--- src/rtl/core_pkg.sv ---
// rtl/core_pkg.sv - shared fetch-state encoding, opcodes and instruction field positions
package core_pkg;

  localparam int INSTR_W = 16;

  localparam int OPC_HI = 15;
  localparam int OPC_LO = 12;
  localparam int RD_HI  = 11;
  localparam int RD_LO  = 8;
  localparam int RS1_HI = 7;
  localparam int RS1_LO = 4;
  localparam int RS2_HI = 3;
  localparam int RS2_LO = 0;

  typedef enum logic [2:0] {
    ST_FETCH  = 3'd0,
    ST_WAIT   = 3'd1,
    ST_DECODE = 3'd2,
    ST_EXEC   = 3'd3,
    ST_HALT   = 3'd4
  } fetch_state_e;

  localparam logic [3:0] OP_DIV = 4'b0000;
  localparam logic [3:0] OP_MUL = 4'b0001;
  localparam logic [3:0] OP_ADD = 4'b0010;
  localparam logic [3:0] OP_SUB = 4'b0011;
  localparam logic [3:0] OP_AND = 4'b0100;
  localparam logic [3:0] OP_OR  = 4'b0101;
  localparam logic [3:0] OP_XOR = 4'b0110;
  localparam logic [3:0] OP_NOT = 4'b0111;
  localparam logic [3:0] OP_SHL = 4'b1000;
  localparam logic [3:0] OP_SHR = 4'b1001;
  localparam logic [3:0] OP_LD  = 4'b1010;
  localparam logic [3:0] OP_ST  = 4'b1011;
  localparam logic [3:0] OP_MOV = 4'b1100;
  localparam logic [3:0] OP_LDI = 4'b1101;
  localparam logic [3:0] OP_BEQ = 4'b1110;
  localparam logic [3:0] OP_JMP = 4'b1111;

endpackage

--- src/rtl/instr_fetch_unit_pc_reg.sv ---
// rtl/instr_fetch_unit_pc_reg.sv - program counter register with load, increment and natural wrap
module pc_reg #(
  parameter int              ADDR_W   = 8,
  parameter logic [ADDR_W-1:0] RESET_PC = '0
) (
  input  logic              clk,
  input  logic              rst,
  input  logic              load_i,
  input  logic [ADDR_W-1:0] load_val_i,
  input  logic              inc_i,
  output logic [ADDR_W-1:0] pc_o
);

  logic [ADDR_W-1:0] pc_q, pc_d;

  // Load wins over increment; the adder wraps all-ones back to zero.
  always_comb begin
    pc_d = pc_q;
    if (load_i) begin
      pc_d = load_val_i;
    end else if (inc_i) begin
      pc_d = pc_q + {{(ADDR_W-1){1'b0}}, 1'b1};
    end
  end

  always_ff @(posedge clk) begin
    if (rst) begin
      pc_q <= RESET_PC;
    end else begin
      pc_q <= pc_d;
    end
  end

  assign pc_o = pc_q;

endmodule

--- src/rtl/instr_fetch_unit.sv ---
// rtl/instr_fetch_unit.sv - fetch front end: PC, imem handshake, IR and field outputs
// Optional HALT state on a self-jump is enabled by defining HALT_ON_SELF_JUMP_EN.
module instr_fetch_unit #(
  parameter int                ADDR_W   = 8,
  parameter logic [ADDR_W-1:0] RESET_PC = '0
) (
  input  logic              clk,
  input  logic              rst,
  input  logic              stall,
  output logic              imem_req,
  output logic [ADDR_W-1:0] imem_addr,
  input  logic              imem_valid,
  input  logic [15:0]       imem_rdata,
  input  logic              pc_en,
  input  logic              jmp,
  output logic [3:0]        opcode,
  output logic [3:0]        rd,
  output logic [3:0]        rs1,
  output logic [3:0]        rs2,
  output logic              instr_valid,
  output logic              exec_strobe,
  output logic [ADDR_W-1:0] pc,
  output logic              halted
);

  import core_pkg::*;

  fetch_state_e       state_q, state_d;
  logic [INSTR_W-1:0] ir_q, ir_d;
  logic               pc_load;
  logic               pc_inc;
  logic [ADDR_W-1:0]  jmp_target;

  assign jmp_target = ir_q[ADDR_W-1:0];

  pc_reg #(
    .ADDR_W   (ADDR_W),
    .RESET_PC (RESET_PC)
  ) u_pc_reg (
    .clk        (clk),
    .rst        (rst),
    .load_i     (pc_load),
    .load_val_i (jmp_target),
    .inc_i      (pc_inc),
    .pc_o       (pc)
  );

  always_comb begin
    state_d     = state_q;
    ir_d        = ir_q;
    imem_req    = 1'b0;
    instr_valid = 1'b0;
    exec_strobe = 1'b0;
    pc_load     = 1'b0;
    pc_inc      = 1'b0;
    halted      = 1'b0;
    case (state_q)
      // Masking with rst keeps the strobe quiet while reset is held.
      ST_FETCH: begin
        if (!stall && !rst) begin
          imem_req = 1'b1;
          state_d  = ST_WAIT;
        end
      end
      ST_WAIT: begin
        if (imem_valid) begin
          ir_d    = imem_rdata;
          state_d = ST_DECODE;
        end
      end
      ST_DECODE: begin
        instr_valid = 1'b1;
        state_d     = ST_EXEC;
      end
      ST_EXEC: begin
        instr_valid = 1'b1;
        exec_strobe = 1'b1;
        state_d     = ST_FETCH;
        if (jmp) begin
`ifdef HALT_ON_SELF_JUMP_EN
          if (jmp_target == pc) begin
            state_d = ST_HALT;
          end else begin
            pc_load = 1'b1;
          end
`else
          pc_load = 1'b1;
`endif
        end else if (pc_en) begin
          pc_inc = 1'b1;
        end
      end
`ifdef HALT_ON_SELF_JUMP_EN
      ST_HALT: begin
        halted = 1'b1;
      end
`endif
      default: begin
        state_d = ST_FETCH;
      end
    endcase
  end

  always_ff @(posedge clk) begin
    if (rst) begin
      state_q <= ST_FETCH;
      ir_q    <= '0;
    end else begin
      state_q <= state_d;
      ir_q    <= ir_d;
    end
  end

  assign imem_addr = pc;
  assign opcode    = ir_q[OPC_HI:OPC_LO];
  assign rd        = ir_q[RD_HI:RD_LO];
  assign rs1       = ir_q[RS1_HI:RS1_LO];
  assign rs2       = ir_q[RS2_HI:RS2_LO];

endmodule

--- config.mk ---
export PLATFORM = sky130hd
export DESIGN_NAME = instr_fetch_unit
export DESIGN_NICKNAME = d
export VERILOG_FILES = /design/src/rtl/core_pkg.sv /design/src/rtl/instr_fetch_unit_pc_reg.sv /design/src/rtl/instr_fetch_unit.sv
export SDC_FILE = /design/constraint.sdc
export NUM_CORES = 1
export LEC_CHECK = 0
export BUFFER_PORTS_ARGS = -buffer_cell sky130_fd_sc_hd__buf_2
export CAP_MARGIN = 25
export CORE_MARGIN = 4
export CORE_UTILIZATION = 30
export DETAILED_ROUTE_END_ITERATION = 6
export PLACE_DENSITY_LB_ADDON = 0.15
export REMOVE_ABC_BUFFERS = 1
export SYNTH_ARGS = -nofsm -noshare
export SYNTH_HDL_FRONTEND = slang
export SYNTH_SLANG_ARGS = --single-unit
--- constraint.sdc ---
create_clock -name clk -period 1.8 [get_ports clk]
set_input_delay 0.36 -clock clk [delete_from_list [all_inputs] [get_ports clk]]
set_output_delay 0.36 -clock clk [all_outputs]
set_load 0.005 [all_outputs]
==> summary.md, run 1 <==
| Metric | Value |
|---|---|
| R2r setup slk | `260 ps` |
| Leakage power | `0.000740 uW` |
| Net Sw Frac | `30.6%` |
| Min Hold Slack | `320 ps` |
| Vias/cell | `4.92` |
| Slew @ Worst Pin | `647 ps` |
| Sum Neg Setup Slack | `0 ps` |
| Worst EP arrival | `1310 ps` |
| Avg Cell Area, Syn | `8.06 um^2` |
| Port Buf Inserts | `56` |
| Part of the power in combinational logic | `27.4%` |
| Worst path slowest cell | `dfxtp_1` |
| Reg clk slew, reported paths | `90 ps` |
| Crit path launch type | `register` |
| Area of the core | `4120 um^2` |
| CP bufs+invs | `1` |
| Fin nets | `239` |
| WS Path Type | `register to primary output` |
| # IOs | `58` |
| TritonCTS buffer count | `3` |
| Final Max Slew Viols | `0` |
| Overflow after GRT | `0` |
| CP max FO | `11` |
| Dpl hpwl | `2510 um` |
| CTS tree | `yes` |
| Routed wire length | `3380 um` |
| FFs w/ async S/R, synth | `0%` |
| CTS Root Cell | `clkbuf_8` |
| Warnings, synthesis | `0` |
| Clock power frac | `25.5%` |
| Post-synthesis cell area | `1320 um^2` |
| DRC viols | `0` |
| Num rows | `23` |
| Pre-Repair DR Iteration Count | `4` |
| Main synth FF type | `dfxtp_1` |
| Final Wtd Congestion | `0.800` |
| Psw | `451 uW` |
| Cell Int Power | `1020 uW` |
| Antenna Nets Post-Route | `0` |
| Commonest cells in the netlist | `36 x nand2_1, 26 x dfxtp_1, 20 x a21oi_1` |
| Synth area leaders | `dfxtp_1 39%, nand2_1 10%, a21oi_1 7.6%, ha_1 5.7%, buf_4 5.1%` |
| Final min period | `1670 ps` |
| Crit-path cells | `ha_2 > or2_2 > buf_2` |
| Die area | `5530 um^2` |
| Sequential area share after synthesis | `39.4%` |
| Largest net degree at the start of global routing | `31` |
| Post-route cell area | `1660 um^2` |
| CP top delay family | `flip-flops` |
| GRT Total Usage | `12.2%` |
| Maxcap violations | `0` |
| H-tree Lvls | `1` |
| Initial Utilization | `32.1%` |
| Routed vias | `1280` |
| Post-synth EDFFs | `0` |
| Vias in the first global route | `1123` |
| Die Ht | `74.4 um` |
| Yosys top cell by area | `dfxtp_1` |
| Flop pwr share | `47.1%` |
| Final setup vio count | `0` |
| RSZ-0062 raised after global routing | `no` |
| Final hold violations | `0` |
| Clock buffer depth | `2` |
| Die X | `74.4 um` |
| Hold crit path type | `input port to register` |
| CP peak stage delay | `360 ps` |
| CP endpoint kind | `primary output` |
| Worst rel slew slack | `56.4%` |
| Worst-Skew Late Latency | `270 ps` |
| Status | `finished, final reports clean` |
| Max Clock Skew | `4.23 ps` |
| Peak Freq | `597 MHz` |
| Antenna violations before repair | `0` |
| Drt wl/cell | `13.0 um` |
| Peak VDD IR | `0.584 mV` |
| Period utilization | `93.0%` |
| Synth top area share | `39.4%` |
| 1st-iter DRT viols | `81` |
| Power Dens Cells | `888 nW/um^2` |
| First-pass GRT wire length | `5310 um` |
| #FFs+latches synth | `26` |
| Hold_buf cts | `0` |
| Most common cell in the netlist | `nand2_1` |
| ANT cells | `0` |
| Layout area overhead | `25.8%` |
| Post-Syn Instances | `164` |
| # clock sinks | `26` |
| Critical path data required time | `1440 ps` |
| Fraction of layout cells with a size suffix above 1 | `33.3%` |
| Area after DPL | `1600 um^2` |
| Cell variety after synth | `40` |
==> metal layers <==
layer  GRT usage, %  wire length (um)
met5              0                 0
met4           1.78                13
met3           4.73               319
met2           19.5              1500
met1           16.0              1550
==> what timing repair did <==
item                                    4_1_cts  5_1_grt
gates resized for setup                       1        1
buffers inserted                              0        0
hold endpoints to repair                      0        0
cloned                                        0        0
endpoints found under the setup margin        1        1
==> placed cells by master, fill, tap and decap left out, types with 2 or more instances in the layout <==
cell type / n
buf_4: 3
nor2b_1: 2
o2111ai_1: 2
nand4_1: 3
nor2_1: 4
nor3b_1: 2
a32oi_1: 4
nand2_1: 36
and3_1: 2
nand4b_1: 3
or3_1: 2
or2_2: 2
dfxtp_1: 25
ha_1: 5
a31oi_1: 2
o21ai_0: 5
clkbuf_8: 4
buf_2: 56
inv_1: 6
a21oi_1: 20
==> cell type report <==
class	count	area [um^2]
inverter	6	22.5
fill	440	2450
tap	50	62.6
timing repair buffer	60	323
sequential	26	522
multi-input combinational	114	677
clock buffer	4	55.1
==> registers in the layout, indices dropped and copies added (netlist names) <==
signal         count
ir_q              16
u_pc_reg.pc_o      8
state_q            2
==> final timing paths <==
kind,start,end,cells after the start
hold / removal,imem_rdata[7],ir_q[7]$_SDFFE_PP0P_,3
setup / recovery,state_q[1]$_SDFFE_PP0P_,instr_valid,3
hold reg to reg,ir_q[8]$_SDFFE_PP0P_,ir_q[8]$_SDFFE_PP0P_,2
setup reg to reg,state_q[1]$_SDFFE_PP0P_,u_pc_reg.pc_o[7]$_SDFFE_PP0P_,4
==> worst reg2reg max path, delay by kind of cell (launching register included) <==
family / cells / cell delay [ps]
AO/OA/AOI/OAI: 1 / 110
adder cells (fa/ha/maj): 1 / 310
flip-flops: 1 / 410
AND/OR/NAND/NOR: 2 / 650
==> stage by stage <==
stage	util (%)	std cells	total power [uW]	setup WS, ps
floorplan	-	146	925	188
global placement	38.9	256	1120	226
detailed placement	38.9	256	1120	192
CTS	40.3	260	1510	29.2
global route	40.4	260	1590	28.6
finish	40.4	260	1480	125
==> power by group through the flow <==
stage	clock network (uW)	logic [uW]	registers [uW]
floorplan	0	224	701
global placement	0	415	707
detailed placement	0	408	708
CTS	398	412	695
global route	427	462	706
finish	377	404	695
==> cells by family after synthesis <==
family	share of synthesized area, %
simple gates	25.0
compound gates	20.1
flops	39.4
buf+inv	9.56
fa+ha+maj	5.68
other cells	0.284
Note: power is estimated with default switching activity, not from simulation.
==> run 2: changes to the inputs <==
- CORE_ASPECT_RATIO: unset -> 1.4
- CORE_UTILIZATION: 30 -> 46
==> summary.md, run 2 (same netlist as run 1, synthesis figures left out) <==
| Metric | Value |
|---|---|
| Clock buffer depth | `2` |
| CP max FO | `10` |
| Die area | `3810 um^2` |
| Initial Utilization | `49.0%` |
| Max FFs per register | `16` |
| Worst EP arrival | `1440 ps` |
| First-pass GRT wire length | `5530 um` |
| Die Ht | `71.4 um` |
| Port Buf Inserts | `56` |
| Commonest non-fill, non-tap cell in the layout | `buf_2` |
| Antenna Nets Post-Route | `0` |
| Final Wtd Congestion | `0.783` |
| ANT cells | `0` |
| Reg clk slew, reported paths | `150 ps` |
| Critical path data required time | `1440 ps` |
| Crit path launch type | `register` |
| Antenna violations before repair | `0` |
| Pre-Repair DR Iteration Count | `4` |
| CTS tree | `yes` |
| Min Hold Slack | `241 ps` |
| Leakage power | `0.000737 uW` |
| Vias in the first global route | `1289` |
| Dpl hpwl | `2670 um` |
| Final setup vio count | `1` |
| 1st-iter DRT viols | `46` |
| # clock sinks | `26` |
| Maxcap violations | `0` |
| Reg with most FFs | `ir_q` |
| H-tree Lvls | `1` |
| WS Path Type | `register to primary output` |
| Period utilization | `100%` |
| Worst rel slew slack | `56.5%` |
| TritonCTS buffer count | `3` |
| Max Clock Skew | `3.09 ps` |
| Area of the core | `2700 um^2` |
| Peak Freq | `555 MHz` |
| Routed vias | `1322` |
| # IOs | `58` |
| RSZ-0062 raised after global routing | `yes` |
| Die X | `53.3 um` |
| Drt wl/cell | `14.4 um` |
| Worst-Skew Late Latency | `330 ps` |
| GRT Total Usage | `18.9%` |
| Fin nets | `239` |
| Status | `finished, violations left` |
| Slew @ Worst Pin | `645 ps` |
| Final min period | `1800 ps` |
| Final hold violations | `0` |
| Peak VDD IR | `0.733 mV` |
| Worst setup margin | `-2.11 ps` |
| Fraction of layout cells with a size suffix above 1 | `33.8%` |
| Layout area overhead | `23.9%` |
| Failing checks | `negative setup slack` |
| Power Dens Cells | `930 nW/um^2` |
| Routed wire length | `3530 um` |
| CTS Root Cell | `clkbuf_4` |
| Num rows | `22` |
| Fin util | `60.7%` |
| Overflow after GRT | `0` |
| Final Max Slew Viols | `0` |
| Hold crit path type | `input port to register` |
| Vias/cell | `5.37` |
| Most frequent cells in the layout | `56 x buf_2, 36 x nand2_1, 25 x dfxtp_1` |
| CP endpoint kind | `primary output` |
| Largest net degree at the start of global routing | `17` |
| DRC viols | `0` |
==> run 2: cell types whose count changed in the layout (fill, tap and decap cells not counted) <==
cell,previous run,this run
clkbuf_8,4,0
clkbuf_4,0,3
buf_12,1,0
buf_4,3,4
bufinv_16,0,1
dfxtp_2,1,0
dfxtp_4,0,1
nor3b_1,2,1
nor3b_2,0,1
==> run 2: final timing paths <==
| check | start | end | slack [ps] | cells past startpoint |
|---|---|---|---|---|
| worst min-delay path | imem_rdata[12] | ir_q[12]$_SDFFE_PP0P_ | 240 | 3 |
| worst max register to register | state_q[1]$_SDFFE_PP0P_ | state_q[0]$_SDFFE_PP0P_ | 170 | 5 |
| worst max-delay path | state_q[1]$_SDFFE_PP0P_ | exec_strobe | -2 | 3 |
| worst min register to register | ir_q[12]$_SDFFE_PP0P_ | ir_q[12]$_SDFFE_PP0P_ | 460 | 2 |
==> run 2: where the power goes <==
part,switching (uW),internal (uW),total (uW)
Clock,188,225,413
Sequential,56.5,644,700
Combinational,224,184,408
Total,468,1050,1520
==> run 2: critical path, cell delays in order, from the launching register on <==
cell,delay [ps]
dfxtp_1,440
ha_2,330
buf_4,210
buf_2,130
==> run 2: layer usage <==
metal,wire length (um),track usage (%)
met1,1430,22.2
met2,1860,32.5
met3,196,2.29
met4,42,9.38
met5,0,0
==> run 2: layout make-up <==
class / count / area (um^2)
Clock buffer: 3 / 22.5
Clock inverter: 1 / 30.0
Fill cell: 271 / 1060
Inverter: 6 / 22.5
Multi-Input combinational cell: 114 / 682
Sequential cell: 26 / 524
Tap cell: 36 / 45.0
Timing Repair Buffer: 60 / 310
==> run 2: stage by stage <==
stage	setup slack [ps]	setup TNS (ps)	instance area, um^2	instances	total power [uW]
2_1_floorplan	188	0	1220	146	925
3_3_place_gp	279	0	1570	242	1080
3_5_place_dp	168	0	1570	242	1110
4_1_cts	7.55	0	1630	246	1530
5_1_grt	-63.7	-86.6	1640	246	1610
6_report	-2.11	-2.11	1640	246	1520
==> run 2: timing repair <==
item | 4_1_cts | 5_1_grt
cloned | 0 | 0
gates resized for setup | 2 | 2
hold endpoints to repair | 0 | 0
hold buffers | 0 | 0
endpoints found under the setup margin | 2 | 3
setup buffers | 0 | 0
==> run 3: changes to the inputs <==
- CELL_PAD_IN_SITES_DETAIL_PLACEMENT: unset -> 1
- CELL_PAD_IN_SITES_GLOBAL_PLACEMENT: unset -> 1
- CORE_UTILIZATION: 46 -> 32
==> summary.md, run 3 (same netlist as run 1, synthesis figures left out) <==
| Metric | Value |
|---|---|
| Antenna violations before repair | `0` |
| Crit path launch type | `register` |
| TritonCTS buffer count | `3` |
| Worst path slowest cell | `dfxtp_1` |
| Period utilization | `94.6%` |
| Fraction of layout cells with a size suffix above 1 | `33.3%` |
| CP peak stage delay | `420 ps` |
| Reg clk slew, reported paths | `90 ps` |
| Overflow after GRT | `0` |
| Dpl hpwl | `2980 um` |
| Routed wire length | `3850 um` |
| Power Dens Cells | `907 nW/um^2` |
| ANT cells | `0` |
| Clock buffer depth | `2` |
| Leakage power | `0.000735 uW` |
| Sum Neg Setup Slack | `0 ps` |
| Worst EP arrival | `1340 ps` |
| Die X | `62.3 um` |
| Drt wl/cell | `15.2 um` |
| Largest net degree at the start of global routing | `17` |
| Initial Utilization | `33.4%` |
| Die area | `5240 um^2` |
| # clock sinks | `26` |
| # IOs | `58` |
| DRC viols | `0` |
| Crit-path cells | `ha_2 > buf_4 > buf_2` |
| Max FFs per register | `16` |
| Hold_buf cts | `0` |
| Worst slack at placement | `135 ps` |
| CP max FO | `10` |
| Vias in the first global route | `1466` |
| Status | `finished, final reports clean` |
| Reg with most FFs | `ir_q` |
| Critical path data required time | `1440 ps` |
| Worst rel slew slack | `55.9%` |
| Routed vias | `1335` |
| Post-CTS Setup Bufs | `0` |
| Peak Freq | `587 MHz` |
| Worst setup margin | `97.3 ps` |
| Fillers | `503` |
| Num rows | `27` |
| CP top delay family | `flip-flops` |
| CP bufs+invs | `2` |
| Max Clock Skew | `6.94 ps` |
| Pre-Repair DR Iteration Count | `4` |
| Final Wtd Congestion | `0.713` |
| R2r setup slk | `190 ps` |
| Final min period | `1700 ps` |
| Antenna Nets Post-Route | `0` |
| Worst-Skew Late Latency | `270 ps` |
| Most frequent cells in the layout | `56 x buf_2, 36 x nand2_1, 25 x dfxtp_1` |
| GRT Total Usage | `15.2%` |
| WS Path Type | `register to primary output` |
| Peak VDD IR | `0.411 mV` |
| Maxcap violations | `0` |
| Slew @ Worst Pin | `655 ps` |
| 1st-iter DRT viols | `72` |
| Area of the core | `3950 um^2` |
| Final setup vio count | `0` |
| H-tree Lvls | `1` |
| Final hold violations | `0` |
| RSZ-0062 raised after global routing | `no` |
| Vias/cell | `5.28` |
| Hold crit path type | `input port to register` |
| Commonest non-fill, non-tap cell in the layout | `buf_2` |
| Final Max Slew Viols | `0` |
| CTS Root Cell | `clkbuf_8` |
| Fin nets | `239` |
| CP endpoint kind | `primary output` |
| First-pass GRT wire length | `6640 um` |
| Die Ht | `84.0 um` |
| Port Buf Inserts | `56` |
| Layout area overhead | `24.1%` |
| CTS tree | `yes` |
## run 3: changes by cell type in the layout (fill, tap and decap cells not counted), sizes merged
cell,previous run,this run
clkbuf,3,4
bufinv,1,0
## run 3: area by class of cell
| type | instances | area (um^2) | area share [%] |
|---|---|---|---|
| clock buffers | 4 | 55.1 | 3.36 |
| inverters | 6 | 22.5 | 1.37 |
| multi-input cells | 114 | 677 | 41.3 |
| flip-flops and latches | 26 | 522 | 31.8 |
| well taps | 43 | 53.8 | 3.28 |
| repair buffers | 60 | 310 | 18.9 |
## run 3: through the flow
stage	instances	instance area [um^2]	power [uW]	util, %	hold WS (ps)
floorplan	146	1220	925	-	429
global placement	249	1580	1090	40.0	439
detailed placement	249	1580	1120	40.0	446
CTS	253	1640	1510	41.5	308
global route	253	1640	1600	41.5	319
finish	253	1640	1490	41.5	311
## run 3: where the power goes
part	switching, uW	internal [uW]
sequential	54.9	640
clock	186	196
combinational	228	184
## run 3: worst register-to-register path, cell delays in order (launching register included)
cell and delay (ps):
dfxtp_1 420, inv_1 100, ha_1 220, o21a_1 140, or4_1 500, a21oi_1 160
## run 3: final timing paths
check	to	cells after the start	from
setup / recovery	exec_strobe	3	state_q[1]$_SDFFE_PP0P_
hold reg to reg	ir_q[13]$_SDFFE_PP0P_	2	ir_q[13]$_SDFFE_PP0P_
setup reg to reg	state_q[0]$_SDFFE_PP0P_	5	state_q[1]$_SDFFE_PP0P_
hold / removal	ir_q[0]$_SDFFE_PP0P_	3	imem_rdata[0]
## run 3: per-layer routing
layer | wire length (um) | track usage, % | share of wire [%]
met1 | 1520 | 15.9 | 40
met5 | 0 | 0 | 0
met3 | 267 | 3.50 | 6.9
met2 | 2000 | 28.5 | 52
met4 | 56 | 6.18 | 1.5
## run 3: what timing repair did
action / in CTS / in global routing
gates resized for setup: 1 / 1
endpoints found under the setup margin: 2 / 1
hold endpoints to repair: 0 / 0
